--- config.mk ---
export PLATFORM = sky130hd
export DESIGN_NAME = mem_port_arbiter
export DESIGN_NICKNAME = d
export VERILOG_FILES = /design/src/rtl/mem_port_arbiter.sv
export SDC_FILE = /design/constraint.sdc
export NUM_CORES = 1
export LEC_CHECK = 0
export ABC_AREA = 1
export CORE_MARGIN = 1.5
export CORE_UTILIZATION = 30
export CTS_CLUSTER_SIZE = 12
export DETAILED_ROUTE_END_ITERATION = 6
export GPL_TIMING_DRIVEN = 0
export HOLD_SLACK_MARGIN = 0.1
export PLACE_DENSITY = 0.77
export SLEW_MARGIN = 10
export SYNTH_ARGS = -nofsm -noshare
export SYNTH_HDL_FRONTEND = slang
export SYNTH_SLANG_ARGS = --single-unit
export TNS_END_PERCENT = 1
--- constraint.sdc ---
create_clock -name clk -period 3.57 [get_ports clk]
set_clock_uncertainty 0.2 [all_clocks]
set_input_delay 0.5355 -clock clk [delete_from_list [all_inputs] [get_ports clk]]
set_output_delay 0.5355 -clock clk [all_outputs]
set_load 0.01 [all_outputs]
--- src/rtl/mem_port_arbiter.sv ---
// Arbiter for the core's single memory port: instruction fetch versus load/store,
// data side first with bounded fetch starvation. Define MEM_ARB_PERF_EN to build the stall counters.
module mem_port_arbiter #(
    parameter int ADDR_W     = 32,
    parameter int DATA_W     = 32,
    parameter int STARVE_MAX = 4
) (
    input  logic                clk,
    input  logic                reset,
    input  logic                IReqF,
    input  logic [ADDR_W-1:0]   IAddrF,
    input  logic                FlushF,
    output logic [DATA_W-1:0]   IRdataF,
    output logic                IValidF,
    input  logic                DReqM,
    input  logic                DWeM,
    input  logic [ADDR_W-1:0]   DAddrM,
    input  logic [DATA_W-1:0]   DWdataM,
    input  logic [DATA_W/8-1:0] DBeM,
    output logic [DATA_W-1:0]   DRdataM,
    output logic                DValidM,
    output logic                mem_req,
    output logic                mem_we,
    output logic [ADDR_W-1:0]   mem_addr,
    output logic [DATA_W-1:0]   mem_wdata,
    output logic [DATA_W/8-1:0] mem_be,
    input  logic                mem_gnt,
    input  logic                mem_rvalid,
    input  logic [DATA_W-1:0]   mem_rdata,
    output logic                StallIMem,
    output logic                StallDMem,
    output logic [31:0]         perf_istall_cnt,
    output logic [31:0]         perf_dstall_cnt
);
    localparam int BE_W = DATA_W / 8;
    localparam logic [3:0] STARVE_LIM = 4'(STARVE_MAX);

    typedef enum logic [1:0] {IDLE = 2'd0, REQ = 2'd1, RESP = 2'd2} arbState_t;
    typedef enum logic {OWNER_I = 1'b0, OWNER_D = 1'b1} owner_t;

    arbState_t         state_r, stateNext_s;
    owner_t            owner_r, ownerNext_s;
    logic              drop_r, dropNext_s;
    logic [3:0]        starveCnt_r, starveCntNext_s;
    logic [ADDR_W-1:0] addr_r, addrNext_s;
    logic              we_r, weNext_s;
    logic [DATA_W-1:0] wdata_r, wdataNext_s;
    logic [BE_W-1:0]   be_r, beNext_s;
    logic              grantI_s, grantD_s, respDone_s, reqActive_s;

    // Arbitration, transaction sequencing, flush-drop tracking and starvation bookkeeping.
    always_comb begin
        stateNext_s     = state_r;
        ownerNext_s     = owner_r;
        dropNext_s      = drop_r;
        starveCntNext_s = starveCnt_r;
        addrNext_s      = addr_r;
        weNext_s        = we_r;
        wdataNext_s     = wdata_r;
        beNext_s        = be_r;
        grantI_s        = 1'b0;
        grantD_s        = 1'b0;
        respDone_s      = 1'b0;
        case (state_r)
            IDLE: begin
                if (DReqM && !(IReqF && (starveCnt_r == STARVE_LIM))) begin
                    grantD_s = 1'b1;
                end else if (IReqF) begin
                    grantI_s = 1'b1;
                end else begin
                    grantD_s = 1'b0;
                end
                if (grantD_s) begin
                    stateNext_s = REQ;
                    ownerNext_s = OWNER_D;
                    addrNext_s  = DAddrM;
                    weNext_s    = DWeM;
                    wdataNext_s = DWdataM;
                    beNext_s    = DBeM;
                end else if (grantI_s) begin
                    stateNext_s = REQ;
                    ownerNext_s = OWNER_I;
                    addrNext_s  = IAddrF;
                    weNext_s    = 1'b0;
                    wdataNext_s = {DATA_W{1'b0}};
                    beNext_s    = {BE_W{1'b1}};
                end else begin
                    stateNext_s = IDLE;
                end
                // Starvation pressure only builds while a fetch is actually waiting behind data.
                if (grantI_s || !IReqF) begin
                    starveCntNext_s = 4'd0;
                end else if (grantD_s && (starveCnt_r != 4'hF)) begin
                    starveCntNext_s = starveCnt_r + 4'd1;
                end else begin
                    starveCntNext_s = starveCnt_r;
                end
            end
            REQ: begin
                if (mem_gnt) begin
                    stateNext_s = RESP;
                end else begin
                    stateNext_s = REQ;
                end
                if ((owner_r == OWNER_I) && FlushF) begin
                    dropNext_s = 1'b1;
                end else begin
                    dropNext_s = drop_r;
                end
            end
            RESP: begin
                if (mem_rvalid) begin
                    stateNext_s = IDLE;
                    respDone_s  = 1'b1;
                    dropNext_s  = 1'b0;
                end else if ((owner_r == OWNER_I) && FlushF) begin
                    dropNext_s = 1'b1;
                end else begin
                    dropNext_s = drop_r;
                end
            end
            default: begin
                stateNext_s = IDLE;
            end
        endcase
    end

    // Arbiter state and latched request fields; reset aborts any transaction in flight.
    always_ff @(posedge clk or posedge reset) begin
        if (reset) begin
            state_r     <= IDLE;
            owner_r     <= OWNER_D;
            drop_r      <= 1'b0;
            starveCnt_r <= 4'd0;
            addr_r      <= {ADDR_W{1'b0}};
            we_r        <= 1'b0;
            wdata_r     <= {DATA_W{1'b0}};
            be_r        <= {BE_W{1'b0}};
        end else begin
            state_r     <= stateNext_s;
            owner_r     <= ownerNext_s;
            drop_r      <= dropNext_s;
            starveCnt_r <= starveCntNext_s;
            addr_r      <= addrNext_s;
            we_r        <= weNext_s;
            wdata_r     <= wdataNext_s;
            be_r        <= beNext_s;
        end
    end

    // Memory fields are presented only while requesting so the idle bus stays quiet.
    assign reqActive_s = (state_r == REQ);
    assign mem_req     = reqActive_s;
    assign mem_we      = reqActive_s & we_r;
    assign mem_addr    = reqActive_s ? addr_r : {ADDR_W{1'b0}};
    assign mem_wdata   = reqActive_s ? wdata_r : {DATA_W{1'b0}};
    assign mem_be      = reqActive_s ? be_r : {BE_W{1'b0}};

    // A flush arriving with the response still kills the fetch completion.
    assign IValidF   = respDone_s & (owner_r == OWNER_I) & ~drop_r & ~FlushF;
    assign DValidM   = respDone_s & (owner_r == OWNER_D);
    assign IRdataF   = IValidF ? mem_rdata : {DATA_W{1'b0}};
    assign DRdataM   = DValidM ? mem_rdata : {DATA_W{1'b0}};
    assign StallIMem = IReqF & ~IValidF;
    assign StallDMem = DReqM & ~DValidM;

`ifdef MEM_ARB_PERF_EN
    logic [31:0] perfIStall_r, perfDStall_r;

    // Stall-cycle counters, free running and wrapping.
    always_ff @(posedge clk or posedge reset) begin
        if (reset) begin
            perfIStall_r <= 32'd0;
            perfDStall_r <= 32'd0;
        end else begin
            perfIStall_r <= StallIMem ? (perfIStall_r + 32'd1) : perfIStall_r;
            perfDStall_r <= StallDMem ? (perfDStall_r + 32'd1) : perfDStall_r;
        end
    end

    assign perf_istall_cnt = perfIStall_r;
    assign perf_dstall_cnt = perfDStall_r;
`else
    assign perf_istall_cnt = 32'd0;
    assign perf_dstall_cnt = 32'd0;
`endif

endmodule
# Word level (Yosys, flattened, before mapping)
# Cells that the tools add are included.
# word_totals
romBits	0
elab_cells	70
latch_bits	0
reg_bits	77
n_memories	0
ram_bits	0
output_inout_bits	202
in_bits	140
# classes
n_addsub	1
n_lt_le_gt_ge	0
n_eq_ne	5
mux	31
shifts	0
n_mul	0
n_div	0
bitwise_logic	12
n_reduce_logical	13
# op_table
operator	count
$mux W32	8
$mux W4	5
$mux W1	14
$and A1 B1 Y1	7
$pmux W2 S3	1
$reduce_bool A2 Y1	3
$not A1 Y1	5
$add A4 B1 Y4 const B	1
$eq A4 B3 Y1 const B	1
$logic_and A1 B1 Y1	4
$mux W2	2
$ne A4 B4 Y1 const B	1
$reduce_and A2 Y1	2
$eq A2 B1 Y1 const B	1
$eq A2 B2 Y1 const B	1
$logic_not A1 Y1	2
$logic_not A2 Y1	1
$ne A2 B2 Y1 const B	1
$pmux W1 S2	1
$logic_or A1 B1 Y1	1

# Logic depth before layout (Yosys ltp)
# depth
depth_word	9
depth_mapped	9
ltp_nobuf	8

# Worst setup path after synthesis
# No wires, ideal clock.
# synth_timing
path_kind	register to output
start	register state_r[0]
end	output port DRdataM[10]
stages_incl_launch_ff	8
path_slack_ns	1.426
required_time_ns	2.834
t_arrival_ns	1.408
cell_sequence	dfrtp_1 inv_1 ha_1 nand2_1 nor2_1 inv_1 buf_1 nor2_1
# synth_between
elab_chain_cells	4
# synth_lines
element	line_no	source
start: declaration	41	arbState_t state_r, stateNext_s;
start signal: assignment	140	state_r <= stateNext_s;
$eq A2 B2 Y1	64	case (state_r)
$mux W1	64	
$and A1 B1 Y1	161	assign DValidM = respDone_s & (owner_r == OWNER_D);
named net DValidM	21	output logic DValidM,
$mux W32	163	assign DRdataM = DValidM ? mem_rdata : {DATA_W{1'b0}};
end: declaration	20	output logic [DATA_W-1:0] DRdataM,
# The timed path passes the listed nets, and every way through them passes these cells.

# Worst setup path after layout
# layout_timing
start	register state_r[1]
end	output port mem_addr[21]
# layout_between
elab_chain_cells	2
# layout_lines
element	line_no	source
$eq A2 B1 Y1	152	assign reqActive_s = (state_r == REQ);
$mux W32	155	assign mem_addr = reqActive_s ? addr_r : {ADDR_W{1'b0}};
end: declaration	24	output logic [ADDR_W-1:0] mem_addr,
# No other way between the ends.

==> results.sh <==
export IMPL_final_common_cell="nand2_1"
export IMPL_clock_sinks=77
export IMPL_max_freq_mhz=298
export IMPL_hold_buffers=0
export IMPL_firstDrtPassIters=4
export IMPL_gp_congestion=0.799
export IMPL_power_per_cell_area_nw_per_um2=531
export IMPL_synth_mux_area_frac=0
export IMPL_syn_inst=780
export IMPL_p_int_mw=2.76
export IMPL_grt_overflow_total=0
export IMPL_clockBufferDepth=2
export IMPL_worst_r2r_cell_count=8
export IMPL_clkPwrFrac=0.189
export IMPL_power_mw=4.57
export IMPL_cpPeakStageDelay_ns=0.57
export IMPL_min_from="addr_r[8]$_DFFE_PP0N_"
export IMPL_vias_per_cell=4.05
export IMPL_die_area_um2=17500
export IMPL_cp_arrival_ns=2.62
export IMPL_worst_setup_path_end_kind="output pin"
export IMPL_setup_tns_ns=0
export IMPL_synth_compound_area_frac=0.0134
export IMPL_synth_top_family_by_area="simple AND/OR/NAND/NOR gates"
export IMPL_diodes=0
export IMPL_vdd_ir_drop_max_mv=0.227
export IMPL_period_share=0.939
export IMPL_ys_seq_area_frac=0.384
export IMPL_clk_pin_slew_ns=0.06
export IMPL_hold_end="addr_r[8]$_DFFE_PP0N_"
export IMPL_insertion_delay_ns=0.34
export IMPL_p_sw_mw=1.82
export IMPL_grt_use_total=0.193
export IMPL_instances_no_fill=1356
export IMPL_drc=0
export IMPL_vias=5498
export IMPL_setup_violations=0
export IMPL_swShare=0.397
export IMPL_r2r_end="wdata_r[14]$_DFFE_PP0N_"
export IMPL_cts_buffers=9
export IMPL_post_dp_cell_area_um2=8330
export IMPL_status="completed"
export IMPL_synth_simple_gate_area_frac=0.368
export IMPL_ctsResizeCount=0
export IMPL_finalHoldViolations=0
export IMPL_cts_tree="built"
export IMPL_hold_path_depth=2
export IMPL_relSlewSlack=0.532
export IMPL_cp_max_fo=10
export IMPL_drt_initial_drc_count=191
export IMPL_fin_util=0.523
export IMPL_cp_slowest_cell="clkdlybuf4s50_1"
export IMPL_ant_nets=0
export IMPL_p_leak_nw=4.89
export IMPL_post_dp_hpwl_um=13600
export IMPL_wl_um=17100
export IMPL_syn2layout_area_growth_pct=71.3
export IMPL_core_um2=16500
export IMPL_r2r_start="starveCnt_r[0]$_DFFE_PP0P_"
export IMPL_r2r_setup_slack_ns=1.54
export IMPL_critPathLaunchType="register"
export IMPL_antenna_found_initial=0
export IMPL_cts_setup_buffers=0
export IMPL_routedWlPerCell_um=12.6
export IMPL_grt_pass1_vias=5101
export IMPL_worst_slack_ns=0.219
export IMPL_grt_max_degree=44
export IMPL_grt_pass1_wl_um=26800
export IMPL_final_area_um2=8610
export IMPL_io_buffers=276
export IMPL_clockRootBuffer="clkbuf_16"
export IMPL_crit_family="buffers and inverters"
export IMPL_yosysWarnings=0
export IMPL_rsz0062_at_grt="false"
export IMPL_cp_num_buf_inv=5
export IMPL_rows=47
export IMPL_die_h_um=132
export IMPL_ys_ff_latch=77
export IMPL_cp_required_ns=2.83
export IMPL_pre_cts_ws_ns=0.299
export IMPL_worstHoldPathType="reg -> reg"
export IMPL_min_period_ns=3.35
export IMPL_yosys_cell_types_count=24
export IMPL_netlist_area_um2=5020
export IMPL_die_w_um=132
export IMPL_finalMaxSlewViolations=0
export IMPL_worstMarginPinSlew_ns=0.702
export IMPL_avgSynthCellArea_um2=6.44
export IMPL_h_tree_depth=3
export IMPL_hold_slack_ns=0.278
export IMPL_place_inst=1340
export IMPL_ios=342
export IMPL_path_class="reg -> out"
export IMPL_initial_core_util=0.305
export IMPL_power_frac_seq=0.312
export IMPL_cap_violations=0
export IMPL_cp_cell_sequence="inv_1 -> ha_1 -> clkbuf_1 -> clkbuf_1 -> nand2_1 -> inv_1 -> clkdlybuf4s50_1"
export IMPL_synthAdderAreaFrac=0.0125
export IMPL_layout_common_cells="nand2_1 (349), clkdlybuf4s50_1 (276), inv_1 (116)"
export IMPL_final_nets=1276
export IMPL_drive_above_1_share=0.0907
export IMPL_power_frac_comb=0.500
export IMPL_synth_xor_area_share=0.00174
[cell type report]
class / count / area [um2]
Fill cell: 1579 / 7860
Timing Repair Buffer: 277 / 2790
Multi-Input combinational cell: 546 / 2230
Sequential cell: 77 / 1930
Buffer: 102 / 662
Inverter: 118 / 445
Tap cell: 220 / 275
Clock buffer: 11 / 243
Clock inverter: 5 / 35.0
[how the worst max path moves through the flow]
stage / endpoint / depth (start not counted) / startpoint
after global placement: addr_r[6]$_DFFE_PP0N_ / 2 / reset
after floorplan: addr_r[0]$_DFFE_PP0N_ / 1 / reset
after detailed placement: DRdataM[13] / 7 / mem_rvalid
final: mem_addr[21] / 7 / state_r[1]$_DFFE_PP0P_
after CTS: mem_addr[28] / 7 / state_r[1]$_DFFE_PP0P_
after global routing: mem_addr[30] / 7 / state_r[1]$_DFFE_PP0P_
[logic make-up (layout without fill, tap and decap cells)]
group,after synthesis,after routing
AOI/OAI and AO/OA,10,10
other,1,64
DFF,77,77
and+or+nand+nor,466,466
xor gates and xnor gates,1,1
adders and majority gates,5,5
buffers and inverters,220,513
[state kept, by name, indices dropped and copies added, names as in the netlist]
signal / count
be_r: 4
owner_r: 1
addr_r: 32
starveCnt_r: 4
state_r: 2
we_r: 1
drop_r: 1
wdata_r: 32
[power by group through the flow]
stage	sequential, mW	clock, mW	combinational [mW]
2_1_floorplan	1.38	0	1.24
3_3_place_gp	1.42	0	2.27
3_5_place_dp	1.43	0	2.31
4_1_cts	1.42	0.889	2.32
5_1_grt	1.47	0.922	2.55
6_report	1.43	0.864	2.28
[worst min-delay path: cells and delay by family (launching register included)]
family,cells,cell delay (ns)
simple gates,2,0.10
flops,1,0.34
[Yosys cell counts]
| cell type | n | area share |
|---|---|---|
| nand4_1 | 6 | 0.0075 |
| inv_2 | 1 | 0.00075 |
| nand2_1 | 349 | 0.26 |
| o21bai_1 | 1 | 0.0015 |
| conb_1 | 1 | 0.00075 |
| buf_4 | 64 | 0.096 |
| o21ai_0 | 5 | 0.0050 |
| nand4_4 | 1 | 0.0042 |
| dfrtp_1 | 76 | 0.38 |
| nand2_4 | 1 | 0.0022 |
| inv_1 | 117 | 0.087 |
| buf_6 | 3 | 0.0067 |
| ha_1 | 5 | 0.012 |
| xor2_1 | 1 | 0.0017 |
| nand3b_1 | 1 | 0.0015 |
| nor2_4 | 1 | 0.0022 |
| a31oi_1 | 3 | 0.0037 |
| nor2_1 | 69 | 0.052 |
| clkbuf_1 | 18 | 0.013 |
| buf_1 | 4 | 0.0030 |
| nand3_1 | 38 | 0.038 |
| buf_2 | 13 | 0.013 |
| o21ai_4 | 1 | 0.0032 |
| dfstp_2 | 1 | 0.0052 |
[metal layers]
layer / global-route usage / share of wire
met2: 0.349 / 0.51
met3: 0.0438 / 0.068
met5: 0 / 0
met1: 0.224 / 0.40
met4: 0.0659 / 0.018
No activity file was read; power rests on OpenSTA's default activity.
